## src/rtl/fetch_sequencer.sv

```systemverilog
// fetch_sequencer
// Owns the architectural fetch PC at the head of the pipeline. It issues one
// instruction-memory request at a time, buffers the returned instruction and
// hands it to decode. Trap and branch redirects retarget the PC and squash any
// stale request, response or buffered instruction.
//
// Ports:
//   clock, reset_n                 pipeline clock, asynchronous active-low reset
//   imem_req_valid/ready/addr      fetch request channel (addr is the current PC)
//   imem_rsp_valid/data            fetch response channel, one response per request
//   fetch_valid/ready/instr/pc     instruction hand-off to decode
//   redirect_valid/target          branch/jump redirect from execute
//   trap_valid/vector              exception/interrupt redirect (wins over redirect)
module fetch_sequencer #(
    parameter int                    ADDR_WIDTH   = 32,
    parameter logic [ADDR_WIDTH-1:0] BOOT_ADDRESS = '0,
    parameter int                    INSTR_WIDTH  = 32
) (
    input  logic                   clock,
    input  logic                   reset_n,
    output logic                   imem_req_valid,
    input  logic                   imem_req_ready,
    output logic [ADDR_WIDTH-1:0]  imem_req_addr,
    input  logic                   imem_rsp_valid,
    input  logic [INSTR_WIDTH-1:0] imem_rsp_data,
    output logic                   fetch_valid,
    input  logic                   fetch_ready,
    output logic [INSTR_WIDTH-1:0] fetch_instr,
    output logic [ADDR_WIDTH-1:0]  fetch_pc,
    input  logic                   redirect_valid,
    input  logic [ADDR_WIDTH-1:0]  redirect_target,
    input  logic                   trap_valid,
    input  logic [ADDR_WIDTH-1:0]  trap_vector
);

    typedef enum logic [1:0] {
        S_BOOT,
        S_REQ,
        S_WAIT,
        S_HOLD
    } state_t;

    state_t                 r_state;
    state_t                 w_state_next;
    logic [ADDR_WIDTH-1:0]  r_pc;
    logic [ADDR_WIDTH-1:0]  w_pc_next;
    logic                   r_drop;
    logic                   w_drop_next;
    logic                   w_capture;
    logic [INSTR_WIDTH-1:0] r_fetch_instr;
    logic [ADDR_WIDTH-1:0]  r_fetch_pc;

    logic                   w_redirect;
    logic [ADDR_WIDTH-1:0]  w_new_pc;

    // Trap beats branch redirect; targets are always word aligned.
    assign w_redirect = trap_valid || redirect_valid;
    assign w_new_pc   = (trap_valid ? trap_vector : redirect_target) & ~ADDR_WIDTH'(3);

    assign imem_req_addr = r_pc;
    assign fetch_instr   = r_fetch_instr;
    assign fetch_pc      = r_fetch_pc;
    // A same-cycle redirect hides the buffered instruction from decode.
    assign fetch_valid   = (r_state == S_HOLD) && !w_redirect;

    // State, PC and squash-flag registers.
    always_ff @(posedge clock or negedge reset_n) begin
        if (!reset_n) begin
            r_state       <= S_BOOT;
            r_pc          <= BOOT_ADDRESS;
            r_drop        <= 1'b0;
            r_fetch_instr <= '0;
            r_fetch_pc    <= BOOT_ADDRESS;
        end else begin
            r_state <= w_state_next;
            r_pc    <= w_pc_next;
            r_drop  <= w_drop_next;
            if (w_capture) begin
                r_fetch_instr <= imem_rsp_data;
                r_fetch_pc    <= r_pc;
            end
        end
    end

    // Next-state logic. A redirect takes priority over everything else: it
    // always loads the new PC, and any response still owed for the old PC is
    // marked for dropping so it never reaches decode.
    always_comb begin
        w_state_next   = r_state;
        w_pc_next      = r_pc;
        w_drop_next    = r_drop;
        w_capture      = 1'b0;
        imem_req_valid = 1'b0;

        case (r_state)
            S_BOOT: begin
                w_state_next = S_REQ;
                if (w_redirect) begin
                    w_pc_next = w_new_pc;
                end
            end

            S_REQ: begin
                imem_req_valid = 1'b1;
                // An unaccepted request may be retargeted in place; an accepted
                // one belongs to the old PC and its response must be dropped.
                if (w_redirect) begin
                    w_pc_next = w_new_pc;
                end
                if (imem_req_ready) begin
                    w_state_next = S_WAIT;
                    w_drop_next  = w_redirect;
                end
            end

            S_WAIT: begin
                if (w_redirect) begin
                    w_pc_next = w_new_pc;
                    if (imem_rsp_valid) begin
                        w_drop_next  = 1'b0;
                        w_state_next = S_REQ;
                    end else begin
                        w_drop_next  = 1'b1;
                    end
                end else if (imem_rsp_valid) begin
                    if (r_drop) begin
                        w_drop_next  = 1'b0;
                        w_state_next = S_REQ;
                    end else begin
                        w_capture    = 1'b1;
                        w_state_next = S_HOLD;
                    end
                end
            end

            S_HOLD: begin
                if (w_redirect) begin
                    w_pc_next    = w_new_pc;
                    w_state_next = S_REQ;
                end else if (fetch_ready) begin
                    w_pc_next    = r_pc + ADDR_WIDTH'(4);
                    w_state_next = S_REQ;
                end
            end

            default: begin
                w_state_next = S_BOOT;
            end
        endcase
    end

    // The memory must only answer while a request is outstanding.
    a_rsp_only_in_wait: assert property (
        @(posedge clock) disable iff (!reset_n)
        imem_rsp_valid |-> (r_state == S_WAIT)
    );

endmodule

```

## config.mk

```make
export PLATFORM = sky130hd
export DESIGN_NAME = fetch_sequencer
export DESIGN_NICKNAME = d
export VERILOG_FILES = /design/src/rtl/fetch_sequencer.sv
export SDC_FILE = /design/constraint.sdc
export NUM_CORES = 1
export LEC_CHECK = 0
export ABC_AREA = 1
export BUFFER_PORTS_ARGS = -buffer_cell sky130_fd_sc_hd__buf_2
export CAP_MARGIN = 25
export CORE_MARGIN = 5
export CORE_UTILIZATION = 53
export CTS_BUF_LIST = sky130_fd_sc_hd__clkbuf_16
export DETAILED_ROUTE_END_ITERATION = 10
export PLACE_DENSITY = 0.86
export SLEW_MARGIN = 30
export SYNTH_ARGS = -nofsm -noshare
export SYNTH_HDL_FRONTEND = slang
export SYNTH_SLANG_ARGS = --single-unit
export TNS_END_PERCENT = 50
```

## constraint.sdc

```tcl
create_clock -name clock -period 2.6 [get_ports clock]
set_input_delay 0 -clock clock [delete_from_list [all_inputs] [get_ports clock]]
set_output_delay 0 -clock clock [all_outputs]
set_load 0.1 [all_outputs]
```

======== After elaboration in Yosys (flattened, before gate mapping) ========
Cells that the tools add are included.
word-level totals
  register bits after elaboration ......... 99
  output and inout bits ................... 98
cells by class
  add/subtract/negate cells ............... 1
  equal/unequal tests ..................... 8
  muxes and demuxes ....................... 23
  reductions and logical operators ........ 9
operators by type and width
  operator                                             number
  2-to-1 mux 32 bit                                    4
  case mux 32 bit (2 select lines)                     1
  adder 32 x 3 -> 32 bit, second input constant        1
  2-to-1 mux 2 bit                                     7
  2-to-1 mux 1 bit                                     9
  case mux 2 bit (4 select lines)                      1
  != test 3 bit, second input constant                 2
  AND reduction 3 bit                                  2
  equality test 2 bit, second input constant           2
  != test 2 bit, second input constant                 2
  OR reduction 3 bit                                   1
  equality test 2 x 1 -> 1 bit, second input constant  1
  logical NOT 2 bit                                    1
  != test 2 x 1 -> 1 bit, second input constant        1
  case mux 1 bit (2 select lines)                      1
  AND reduction 2 bit                                  1
  nonzero test 2 bit                                   1
  logical AND 1 bit                                    1
  logical NOT 1 bit                                    1
  logical OR 1 bit                                     1

======== Depth between registers and ports, before layout ========
  word-level depth ........................ 4
  depth in mapped cells ................... 11

======== Worst setup path before layout ========
OpenSTA, ideal clock, no wires.
  kind .................................... reg-to-reg
  start point ............................. register r_pc[3], in the netlist imem_req_addr[3]
  end point ............................... register r_pc[22], in the netlist imem_req_addr[22]
  library setup time ...................... 0.113 ns
  arrival time ............................ 2.128 ns
  slack ................................... 0.359 ns
  stages on the path, launching flop included .. 11
  path buffers ............................ 0
  path through ............................ dfrtp_1 -> ha_1 -> inv_1 -> nor2_2 -> nand2_1 -> nor2_4 -> nand4_1 -> nand2_1 -> nand2_1 -> nand2_1 -> inv_1
between the ends
  word-level cells in the longest chain between the ends .. 4
ends and longest elaborated chain
  element                           line  RTL
  start: declaration                45    logic [ADDR_WIDTH-1:0] r_pc;
  start signal: assignment          76    r_pc <= w_pc_next;
  adder 32 x 3 -> 32 bit            141   w_pc_next = r_pc + ADDR_WIDTH'(4);
  2-to-1 mux 32 bit                 140   end else if (fetch_ready) begin
  2-to-1 mux 32 bit                 137   if (w_redirect) begin
  case mux 32 bit (2 select lines)  95    case (r_state)
Every way passes these cells. The select of a mux whose other input is x is not followed.
A chain may end at the register's enable or synchronous reset.

======== Final worst setup path ========
  start point ............................. register r_state[0]
  end point ............................... register r_fetch_instr[9], in the netlist fetch_instr[9]
between the ends
  word-level cells in the longest chain between the ends .. 2
ends and longest elaborated chain
  element                   line  RTL
  start: declaration        43    state_t r_state;
  start signal: assignment  75    r_state <= w_state_next;
  equality test 2 bit       95
  2-to-1 mux 1 bit          95
  end signal: assignment    79    r_fetch_instr <= imem_rsp_data;
  end: declaration          50    logic [INSTR_WIDTH-1:0] r_fetch_instr;
Every way passes these cells.

==> flow_summary.yaml <==
global_routing:
  grt_usage_pct: 27.95
  grt_pass1_vias: 5143
  antenna_found_initial: 0
  grt_pass1_wl_um: 25850
  grt_max_degree: 85
  grt-ovfl-total: 0
cells_and_area:
  final_cell_mix: "213 x nand2_1, 190 x buf_2, 95 x dfrtp_1, 53 x inv_1"
  drive_gt1_share_pct: 26.26
  area_delta_synth_final_pct: 33.18
  post-route-util_pct: 73.07
  final_nets: 976
  fin_cells: 1001
  layout_commonest_cell: "nand2_1"
  diodes: 0
  stdcell_area_um2: 6815
drt:
  drc: 0
  postRouteAntennaNets: 0
  wire_per_inst_um: 16.08
  totalWireLength_um: 16090
  drt_iter0_markers: 340
  vias_per_cell: 5.211
  dr_total_vias: 5216
  dr.pass1.iters: 5
clock_network:
  cts.sinks: 95
  cts.clk_slew.worst_paths_ns: 0.07
  cts_hold_buffers: 33
  cts_max_level: 3
  clk_latency_ns: 0.35
  cts_setup_buffers: 0
  cts_resized: 0
  cts_tree: "yes"
  cts_root_buffer: "clkbuf_16"
  cts_made_buffers: 9
  clock_path_buffers: 2
synthesis:
  synthCells: 651
  async_flop_share_pct: 100.0
  synth.distinct_cells: 30
  synthAdderAreaFrac_pct: 1.467
  synth_compound_area_share_pct: 9.609
  synth_top_flop_cell: "dfrtp_1"
  synth_xor_area_share_pct: 0.3423
  synth-simple-area-share_pct: 26.53
  synthesis.area_um2: 5117
  synth_edf_count: 0
  synth-seq-cells: 95
  synth_seq_area_share_pct: 46.45
  syn_avg_cell_area_um2: 7.861
  synth_top_family_by_area: "simple AND/OR/NAND/NOR gates"
  synth_warnings: 0
  synthMuxAreaShare_pct: 8.362
floorplanning:
  rows: 35
  design.die.area_um2: 11720
  start_util_pct: 54.86
  io_pins: 201
  die_w_um: 108.3
  fp.dieH_um: 108.3
  core_um2: 9328
place:
  io_buffers: 192
  dp.cells: 952
  place_congestion: 0.9151
  post-dp-hpwl_um: 11480
  place_area_um2: 6192
worst_setup_path:
  worst-endpoint-arrival_ns: 2.23
  r2r_slack_ns: 0.59
  path_class: "reg -> reg"
  cp_data_required_time_ns: 2.81
  timing.rr.end: "fetch_instr[9]$_DFFE_PN0P_"
  end_kind: "flop"
  reg2reg_depth: 7
  worstReg2RegStart: "r_state[0]$_DFFE_PN0P_"
  crit_path_start_kind: "flop"
  crit_path_max_fanout: 45
timing:
  slew_headroom_pct: 49.08
  rsz0062_at_grt: "false"
  setup_tns_ns: 0
  hold_violations: 0
  fmax_mhz: 496.8
  skew_ns: 0.01444
  worst_pin_slew_ns: 0.7637
  finalCriticalPeriod_ns: 2.013
  fin_hold_ws_ns: 0.01227
  setup_viol: 0
  period_share_pct: 77.41
  drv_slew: 0
pwr:
  power_density_nw_per_um2: 1304
  leakage_nw: 3.691
  ir_drop_mv: 1.004
min_path:
  min_from: "redirect_target[29]"
  whs_endpoint: "imem_req_addr[29]$_DFFE_PN0P_"
  holdCritPathClass: "in -> reg"
  holdPathStages: 5
run_status:
  outcome: "finished, final reports clean"
run:
  max_cap_violations: 0
==> state kept, by name (all words and copies together) (netlist names) <==
register and cells:
fetch_instr 32, fetch_pc 30, imem_req_addr 30, r_state 2
r_drop 1
==> through the flow <==
step | setup slack, ns | power, mW
3_3_place_gp | 0.7442 | 7.459
2_1_floorplan | 0.3591 | 6.608
5_1_grt | 0.4859 | 9.257
4_1_cts | 0.6025 | 8.892
3_5_place_dp | 0.6194 | 7.556
6_report | 0.5872 | 8.885
==> synth_stat cells, drive strengths merged (4+ instances only) <==
cell,number,area (µm²)
clkbuf,7,26.28
a21oi,31,155.2
nand3,48,240.2
o211ai,4,30.03
nor2,54,227.7
dfrtp,95,2377
o21ai,55,279.0
nand2,215,809.5
mux2,38,427.9
nand4,4,25.02
ha,6,75.07
buf,24,133.9
inv,55,206.5
==> worst max-delay path, stage by stage, from the launching register on <==
cell and delay, ns:
dfrtp_1 0.45, inv_1 0.09, ha_1 0.18, inv_1 0.09, nor3_2 0.30, nand2_4 0.07, buf_4 0.28, mux2_1 0.39
==> routing by layer <==
metal,share of wire [%],vias to the layer above,track usage (%)
met2,49,234,47.11
met5,0,-,0
li1,-,2527,-
met1,41,2425,36.71
met4,1.9,0,7.845
met3,8.5,30,5.672
==> where the power goes <==
group / internal [mW] / switching, mW / total, mW / leakage [nW]
sequential: 1.96 / 0.389 / 2.35 / 1.21
clock: 0.673 / 0.622 / 1.30 / 0.140
combinational: 0.800 / 4.44 / 5.24 / 2.34
total: 3.43 / 5.45 / 8.88 / 3.69
==> layout make-up <==
type,instances,area (µm²)
clock inverters,7,67.56
inverters,55,206.4
flip-flops and latches,95,2377
well taps,129,161.4
clock buffers,9,225.2
repair buffers,233,1385
multi-input cells,473,2392
fillers,721,2512
==> cells by family after synthesis <==
kind of cell / after synthesis
and+or+nand+nor: 329
DFF: 95
AOI/OAI and AO/OA: 94
buffers and inverters: 86
muxes: 38
adders and majority gates: 6
xor gates and xnor gates: 2
other: 1
==> how the worst max path moves through the flow <==
stage	startpoint	endpoint	slack (ns)	cells after the start
2_1_floorplan	imem_req_addr[3]$_DFFE_PN0P_	imem_req_addr[22]$_DFFE_PN0P_	0.36	10
3_3_place_gp	r_state[0]$_DFFE_PN0P_	fetch_instr[2]$_DFFE_PN0P_	0.74	7
3_5_place_dp	r_state[0]$_DFFE_PN0P_	fetch_instr[9]$_DFFE_PN0P_	0.62	7
4_1_cts	r_state[0]$_DFFE_PN0P_	fetch_instr[9]$_DFFE_PN0P_	0.60	7
5_1_grt	imem_req_addr[3]$_DFFE_PN0P_	imem_req_addr[20]$_DFFE_PN0P_	0.49	10
6_report	r_state[0]$_DFFE_PN0P_	fetch_instr[9]$_DFFE_PN0P_	0.59	7
Note: power is estimated with default switching activity, not from simulation.
